`src/rtl/regfile_pkg.sv`:
```
// Shared types and constants for the forwarding register file.
package regfile_pkg;

  typedef enum logic [0:0] {
    RF_CLEAR = 1'b0,
    RF_RUN   = 1'b1
  } rf_state_t;

  localparam int unsigned RF_ZERO_ADDR = 0;
  localparam int unsigned RF_MAX_READ  = 4;

endpackage

```
`src/rtl/regfile_read_port.sv`:
```
// One combinational read port: zero register, clear masking and write bypass.
module regfile_read_port
  import regfile_pkg::*;
#(
  parameter int unsigned DATA_WIDTH = 64,
  parameter int unsigned ADDR_WIDTH = 5
) (
  input  rf_state_t              state,
  input  logic [ADDR_WIDTH-1:0]  addr,
  input  logic                   write_en,
  input  logic [ADDR_WIDTH-1:0]  write_addr,
  input  logic [DATA_WIDTH-1:0]  write_data,
  input  logic [DATA_WIDTH-1:0]  stored,
  output logic [DATA_WIDTH-1:0]  data
);

  always_comb begin
    data = '0;
    if (addr != ADDR_WIDTH'(RF_ZERO_ADDR) && state == RF_RUN) begin
      if (write_en && write_addr == addr) begin
        data = write_data;
      end else begin
        data = stored;
      end
    end
  end

endmodule

```
`src/rtl/regfile_fwd.sv`:
```
// Parametrised register file with write bypass, hard-wired zero register and a
// post-reset clear sweep that gates writes until every register is zeroed.
module regfile_fwd
  import regfile_pkg::*;
#(
  parameter int unsigned DATA_WIDTH = 64,
  parameter int unsigned NUM_REGS   = 32,
  parameter int unsigned ADDR_WIDTH = $clog2(NUM_REGS),
  parameter int unsigned NUM_READ   = 2
) (
  input  logic                           Clk,
  input  logic                           Rst,
  input  logic                           write_En,
  input  logic [ADDR_WIDTH-1:0]          writeAddr,
  input  logic [DATA_WIDTH-1:0]          data_in,
  input  logic [NUM_READ*ADDR_WIDTH-1:0] addr_rd,
  output logic [NUM_READ*DATA_WIDTH-1:0] data_rd,
  output logic                           ready,
  output logic                           write_Drop
);

  logic [DATA_WIDTH-1:0] regs [NUM_REGS];
  rf_state_t             state;
  logic [ADDR_WIDTH-1:0] clr_idx;
  logic                  drop_q;

  always_ff @(posedge Clk) begin
    if (Rst) begin
      state   <= RF_CLEAR;
      clr_idx <= ADDR_WIDTH'(1);
      drop_q  <= 1'b0;
    end else begin
      drop_q <= (state == RF_CLEAR) && write_En;
      if (state == RF_CLEAR) begin
        clr_idx <= clr_idx + 1'b1;
        if (clr_idx == ADDR_WIDTH'(NUM_REGS - 1)) begin
          state <= RF_RUN;
        end
      end
    end
  end

  // Register 0 is never written; every read port masks it to zero instead.
  always_ff @(posedge Clk) begin
    if (!Rst) begin
      if (state == RF_CLEAR) begin
        regs[clr_idx] <= '0;
      end else if (write_En && writeAddr != ADDR_WIDTH'(RF_ZERO_ADDR)) begin
        regs[writeAddr] <= data_in;
      end
    end
  end

  assign ready      = (state == RF_RUN);
  assign write_Drop = drop_q;

  for (genvar p = 0; p < NUM_READ; p++) begin : g_port
    logic [ADDR_WIDTH-1:0] addr;
    assign addr = addr_rd[p*ADDR_WIDTH +: ADDR_WIDTH];

    regfile_read_port #(
      .DATA_WIDTH (DATA_WIDTH),
      .ADDR_WIDTH (ADDR_WIDTH)
    ) u_port (
      .state      (state),
      .addr       (addr),
      .write_en   (write_En),
      .write_addr (writeAddr),
      .write_data (data_in),
      .stored     (regs[addr]),
      .data       (data_rd[p*DATA_WIDTH +: DATA_WIDTH])
    );
  end

endmodule

```
`config.mk`:
```
export PLATFORM = sky130hd
export DESIGN_NAME = regfile_fwd
export DESIGN_NICKNAME = d
export VERILOG_FILES = /design/src/rtl/regfile_pkg.sv /design/src/rtl/regfile_read_port.sv /design/src/rtl/regfile_fwd.sv
export SDC_FILE = /design/constraint.sdc
export NUM_CORES = 2
export LEC_CHECK = 0
export ABC_AREA = 0
export BUFFER_PORTS_ARGS = -buffer_cell sky130_fd_sc_hd__buf_2
export CORE_AREA = 5 5 425 427
export CTS_BUF_LIST = sky130_fd_sc_hd__clkbuf_8
export DETAILED_ROUTE_END_ITERATION = 6
export DIE_AREA = 0 0 430 432
export GPL_ROUTABILITY_DRIVEN = 1
export PLACE_DENSITY_LB_ADDON = 0.05
export SLEW_MARGIN = 20
export SYNTH_ARGS = -nofsm -noshare
export SYNTH_HDL_FRONTEND = slang
export SYNTH_SLANG_ARGS = --single-unit
```
`constraint.sdc`:
```
create_clock -name Clk -period 5.7 [get_ports Clk]
set_clock_uncertainty 0.15 [all_clocks]
set_input_delay 0.285 -clock Clk [delete_from_list [all_inputs] [get_ports Clk]]
set_output_delay 0.285 -clock Clk [all_outputs]
set_load 0.05 [all_outputs]
```
# Yosys cells after proc, flatten, opt, wreduce, memory -nomap -nowiden
# Memory sizes are Yosys's and may differ from the RTL's.
# Cells that the tools add are included.
[totals]
reg_bits = 7
ramBits = 2048
input_bits = 82
output_inout_bits = 130
wordCells = 35
memories = 1
[op_classes]
n_addsub = 1
eq_ne = 3
n_mux = 16
n_bitwise = 1
reduce_logical = 10
[mem_list]
columns = ["name", "depth", "word_bits", "read_ports", "rd_clocked_by_memory_dff", "write_ports", "line", "text"]
rows = [
  ["regs", 32, 64, 2, 0, 1, "regfile_fwd.sv:22", "logic [DATA_WIDTH-1:0] regs [NUM_REGS];"],
]
[op_table]
columns = ["cell", "count"]
rows = [
  ["64-bit 2-to-1 mux", 5],
  ["64-bit OR reduction", 1],
  ["5-bit nonzero test", 3],
  ["5-bit == test", 2],
  ["1-bit 2-to-1 mux", 10],
  ["1-bit logical AND", 6],
  ["5-bit by 1-bit adder with 5-bit output, second input constant", 1],
  ["5-bit == test, second input constant", 1],
  ["5-bit 2-to-1 mux", 1],
  ["1-bit NOT", 1],
]

# Longest topological paths before layout
[depth]
word_depth = 8
mapped_depth = 9
depth_no_buf = 5

# Cells and area by module
# From an unflattened synthesis, not the netlist that was laid out.
[hier_totals]
cells_unflattened = 5836
hier_area_um2 = 97194.5
[by_module_without_submodules]
columns = ["mod", "instances", "cells_per_inst", "area_per_inst_um2", "seq_area_each_um2"]
rows = [
  ["regfile_fwd", 1, 5362, 94644.5, 61639.1],
  ["regfile_read_port", 2, 237, 1275.0, 0.0],
]

# Worst setup path after synthesis
# Ideal clock, no wire load.
[synth_timing]
path_kind = "register to register"
startpoint = "register state, in the netlist ready"
endpoint = "memory regs[25][0] (enable)"
t_arrival_ns = 4.429
path_slack_ns = 0.634
stages_incl_launch_ff = 6
path_buffers = 1
cell_sequence = "dfxtp_1 -> and3b_1 -> a21boi_1 -> clkbuf_1 -> a31oi_1 -> nor2_1"
[synth_between]
elab_chain_cells = 5
[synth_lines]
columns = ["item", "line", "text"]
rows = [
  ["start, declared", "regfile_fwd.sv:23", "rf_state_t state;"],
  ["start signal, assigned", "regfile_fwd.sv:29", "state <= RF_CLEAR;"],
  ["start signal, assigned", "regfile_fwd.sv:37", "state <= RF_RUN;"],
  ["1-bit 2-to-1 mux", "regfile_fwd.sv:46", "if (state == RF_CLEAR) begin"],
  ["1-bit 2-to-1 mux", "regfile_fwd.sv:45", "if (!Rst) begin"],
  ["1-bit 2-to-1 mux (implied by the code)", "regfile_fwd.sv:49", "regs[writeAddr] <= data_in;"],
  ["64-bit OR reduction (no line)", "n/a", ""],
  ["5-bit 2-to-1 mux (no line) or 1-bit 2-to-1 mux (tied branches)", "n/a", ""],
  ["end, declared", "regfile_fwd.sv:22", ""],
]
# Several ways; a longest one is shown, not always the timed one.

# Worst setup path after layout
[layout_timing]
startpoint = "register state, in the netlist ready"
endpoint = "memory regs[21][56] (enable)"
# Same word-level chain as after synthesis.

==> impl_metrics.json <==
{
  "status": "finished clean",
  "share_of_cells_above_drive_strength_1_pct": 29.2,
  "via_per_inst": 7.15,
  "dieWidth_um": 430,
  "final.period_utilization_pct": 82.6,
  "post-synth-top-area-fraction_pct": 64.0,
  "dp.final_hpwl_mm": 165,
  "postCtsHoldBufs": 68,
  "synth_cell_type_count": 58,
  "htree_levels": 5,
  "die_area_sq_mm": 0.186,
  "slew_at_the_pin_with_the_worst_max_slew_slack_ps": 1190,
  "finalSetupViolCount": 0,
  "avg_synthesized_cell_area_sq_um": 18.4,
  "syn2layout_area_growth_pct": 11.6,
  "synthesis.instances": 5213,
  "power.density_cell_area_mw_per_mm2": 290,
  "hold_path.class": "primary input to register",
  "antenna_found_initial": 6,
  "clkSlewWorstSetupHoldPaths_ps": 60,
  "worst-r2r-cell-count": 7,
  "vias": 58370,
  "cts.sink_count": 2055,
  "setup_total_negative_slack_ps": 0,
  "critical_path.max_fanout": 58,
  "std_cell_rows": 154,
  "post-route-util_pct": 61.1,
  "synth_ff_type": "edfxtp_1",
  "placement.cell_area_sq_mm": 0.100,
  "firstDrtPassIters": 6,
  "wl_mm": 302,
  "required_ps": 6210,
  "die_h_um": 432,
  "drc_errors": 0,
  "timing_hold_violations_final": 0,
  "finalHoldWorstSlack_ps": 143,
  "final_critical_path_setup_slack_ps": 991,
  "min_path_cells": 4,
  "grt_max_degree": 83,
  "crit_path_end_kind": "register",
  "synthesis.area_sq_mm": 0.0962,
  "global_route.usage.total_pct": 32.1,
  "timing.critical_path.arrival_ps": 5220,
  "maxCapViolCount": 0,
  "clk-insertion-delay-late_ps": 1050,
  "drv_slew": 0,
  "sequential_fraction_of_the_synthesis_area_pct": 64.1,
  "synth_enable_flop_cells": 2048,
  "postSynthNetCount": 5297,
  "tritoncts.num_buffers": 354,
  "yosys_warnings": 0,
  "initial_core_util_pct": 54.7,
  "period_minus_slack_ps": 4710,
  "grt_pass1_wl_mm": 427,
  "tritoncts_clock_tree": "done",
  "design_area_sq_mm": 0.107,
  "ys_seq_elements": 2055,
  "dpl_worst_slack_ps": 1170,
  "cts.repair.resized": 0,
  "irDropWorstVdd_mv": 0.263,
  "worst_setup_path_start_kind": "register",
  "cts.path.max_buffers": 4,
  "final_net_count": 5665,
  "global_route.overflow_total": 0,
  "critical_path_class": "register to register",
  "postSynth.asyncResetShare_pct": 0,
  "route.antenna.remaining_nets": 0,
  "top_level_ports": 212,
  "initialDrtViolationCount": 6788,
  "fmax_mhz": 212,
  "core_region_area_sq_mm": 0.176,
  "first_global_vias": 59409,
  "power.leakage_nw": 33.3,
  "rsz_0062_raised_after_global_routing": "no",
  "detail_route.wl_per_cell_um": 36.9,
  "post-cts-setup-buffer-count": 0,
  "synthDominantAreaCellType": "edfxtp_1",
  "numPortBuffers": 211,
  "slew-limit-headroom_pct": 20.5,
  "netlist_top_cells_area": "edfxtp_1 (64%), mux4_2 (20%), mux2i_1 (4.8%)",
  "clockRootBuffer": "clkbuf_8",
  "routabilityCongestion": 0.817
}
## report_power, final
group          switching (mW)  leakage, nW  internal (mW)
Sequential             0.0640         17.1           16.6
Clock                    5.93         3.50           6.21
Combinational            1.44         12.7          0.952
## flip-flops by register name (all words and copies together) (netlist names)
signal and cells:
regs 2048, clr_idx 5, ready 1, write_Drop 1
## placed cells by master, fill, tap and decap left out, drive strengths merged, types with 69 or more instances in the layout
cell            n
edfxtp       2048
a22oi         129
inv           109
mux4          835
o2111ai        70
clkinv        119
a32o          126
o21ai          76
dlygate4sd3    69
buf           388
clkbuf        360
nand2         358
mux2i         464
## cell type report
| class | count | area, sq um |
|---|---|---|
| tap | 2340 | 2930 |
| sequential | 2055 | 61600 |
| clock buffer | 359 | 4940 |
| inverter | 8 | 35.0 |
| fill | 12819 | 68400 |
| timing repair buffer | 458 | 3920 |
| multi-input combinational | 2704 | 32700 |
| antenna | 6 | 15.0 |
| clock inverter | 236 | 1190 |
## logic make-up (layout without fill, tap and decap cells)
| kind of cell | count (synthesis) | after routing | share of synthesized area [%] |
|---|---|---|---|
| and+or+nand+nor | 658 | 658 | 3.16 |
| other | 0 | 6 | 0 |
| AOI/OAI and AO/OA | 730 | 730 | 5.87 |
| DFF | 2055 | 2055 | 64.1 |
| adders and majority gates | 2 | 2 | 0.0260 |
| xor gates and xnor gates | 13 | 13 | 0.118 |
| buffers and inverters | 454 | 1061 | 2.31 |
| muxes | 1301 | 1301 | 24.4 |
## final timing paths
check	end	from	slack, ps
min	regs[3][0]$_DFFE_PP_	writeAddr[0]	140
min reg2reg	clr_idx[1]$_SDFFE_PP0N_	clr_idx[1]$_SDFFE_PP0N_	420
max reg2reg	regs[21][56]$_DFFE_PP_	ready$_SDFF_PP0_	990
max	regs[21][56]$_DFFE_PP_	ready$_SDFF_PP0_	990
## Yosys cell counts, drive strengths merged, types with 2 or more instances
cell type and n:
edfxtp 2048, mux4 835, mux2i 464, nand2 358, buf 238, clkbuf 208
a22oi 129, a32o 126, o21ai 76, o2111ai 70, and2 68, a31oi 65
nand3 65, a211oi 62, a2bb2oi 62, o22ai 62, nor2 51, nand2b 46
nand4 44, o211ai 44, a221oi 16, xor2 10, inv 8, nor2b 8
dfxtp 7, nor3 5, nor4 5, a21oi 3, xnor2 3, a2111oi 2
a22o 2, a32oi 2, and3 2, ha 2, mux2 2, o22a 2
## layer usage
| metal | GRT usage, % | vias up | wire length (um) |
|---|---|---|---|
| met1 | 42.8 | 30937 | 112000 |
| met4 | 14.3 | 0 | 14700 |
| met3 | 5.82 | 748 | 27300 |
| met2 | 52.4 | 3584 | 147000 |
| met5 | 0 | - | 0 |
| li1 | - | 23101 | - |
## per-stage QoR
step	std cells	total power, mW
2_1_floorplan	5213	18.4
3_3_place_gp	7491	19.2
3_5_place_dp	7492	19.3
4_1_cts	8155	31.3
5_1_grt	8161	32.2
6_report	8166	31.1
## critical path, cell delays in order, from the launching register on
cell      delay, ps
dfxtp_1         610
and3b_1         380
a21boi_4        250
buf_4           800
nor2_1          170
a32oi_1         930
nor2_4          390
buf_4           540
(Power assumes the default switching activity.)
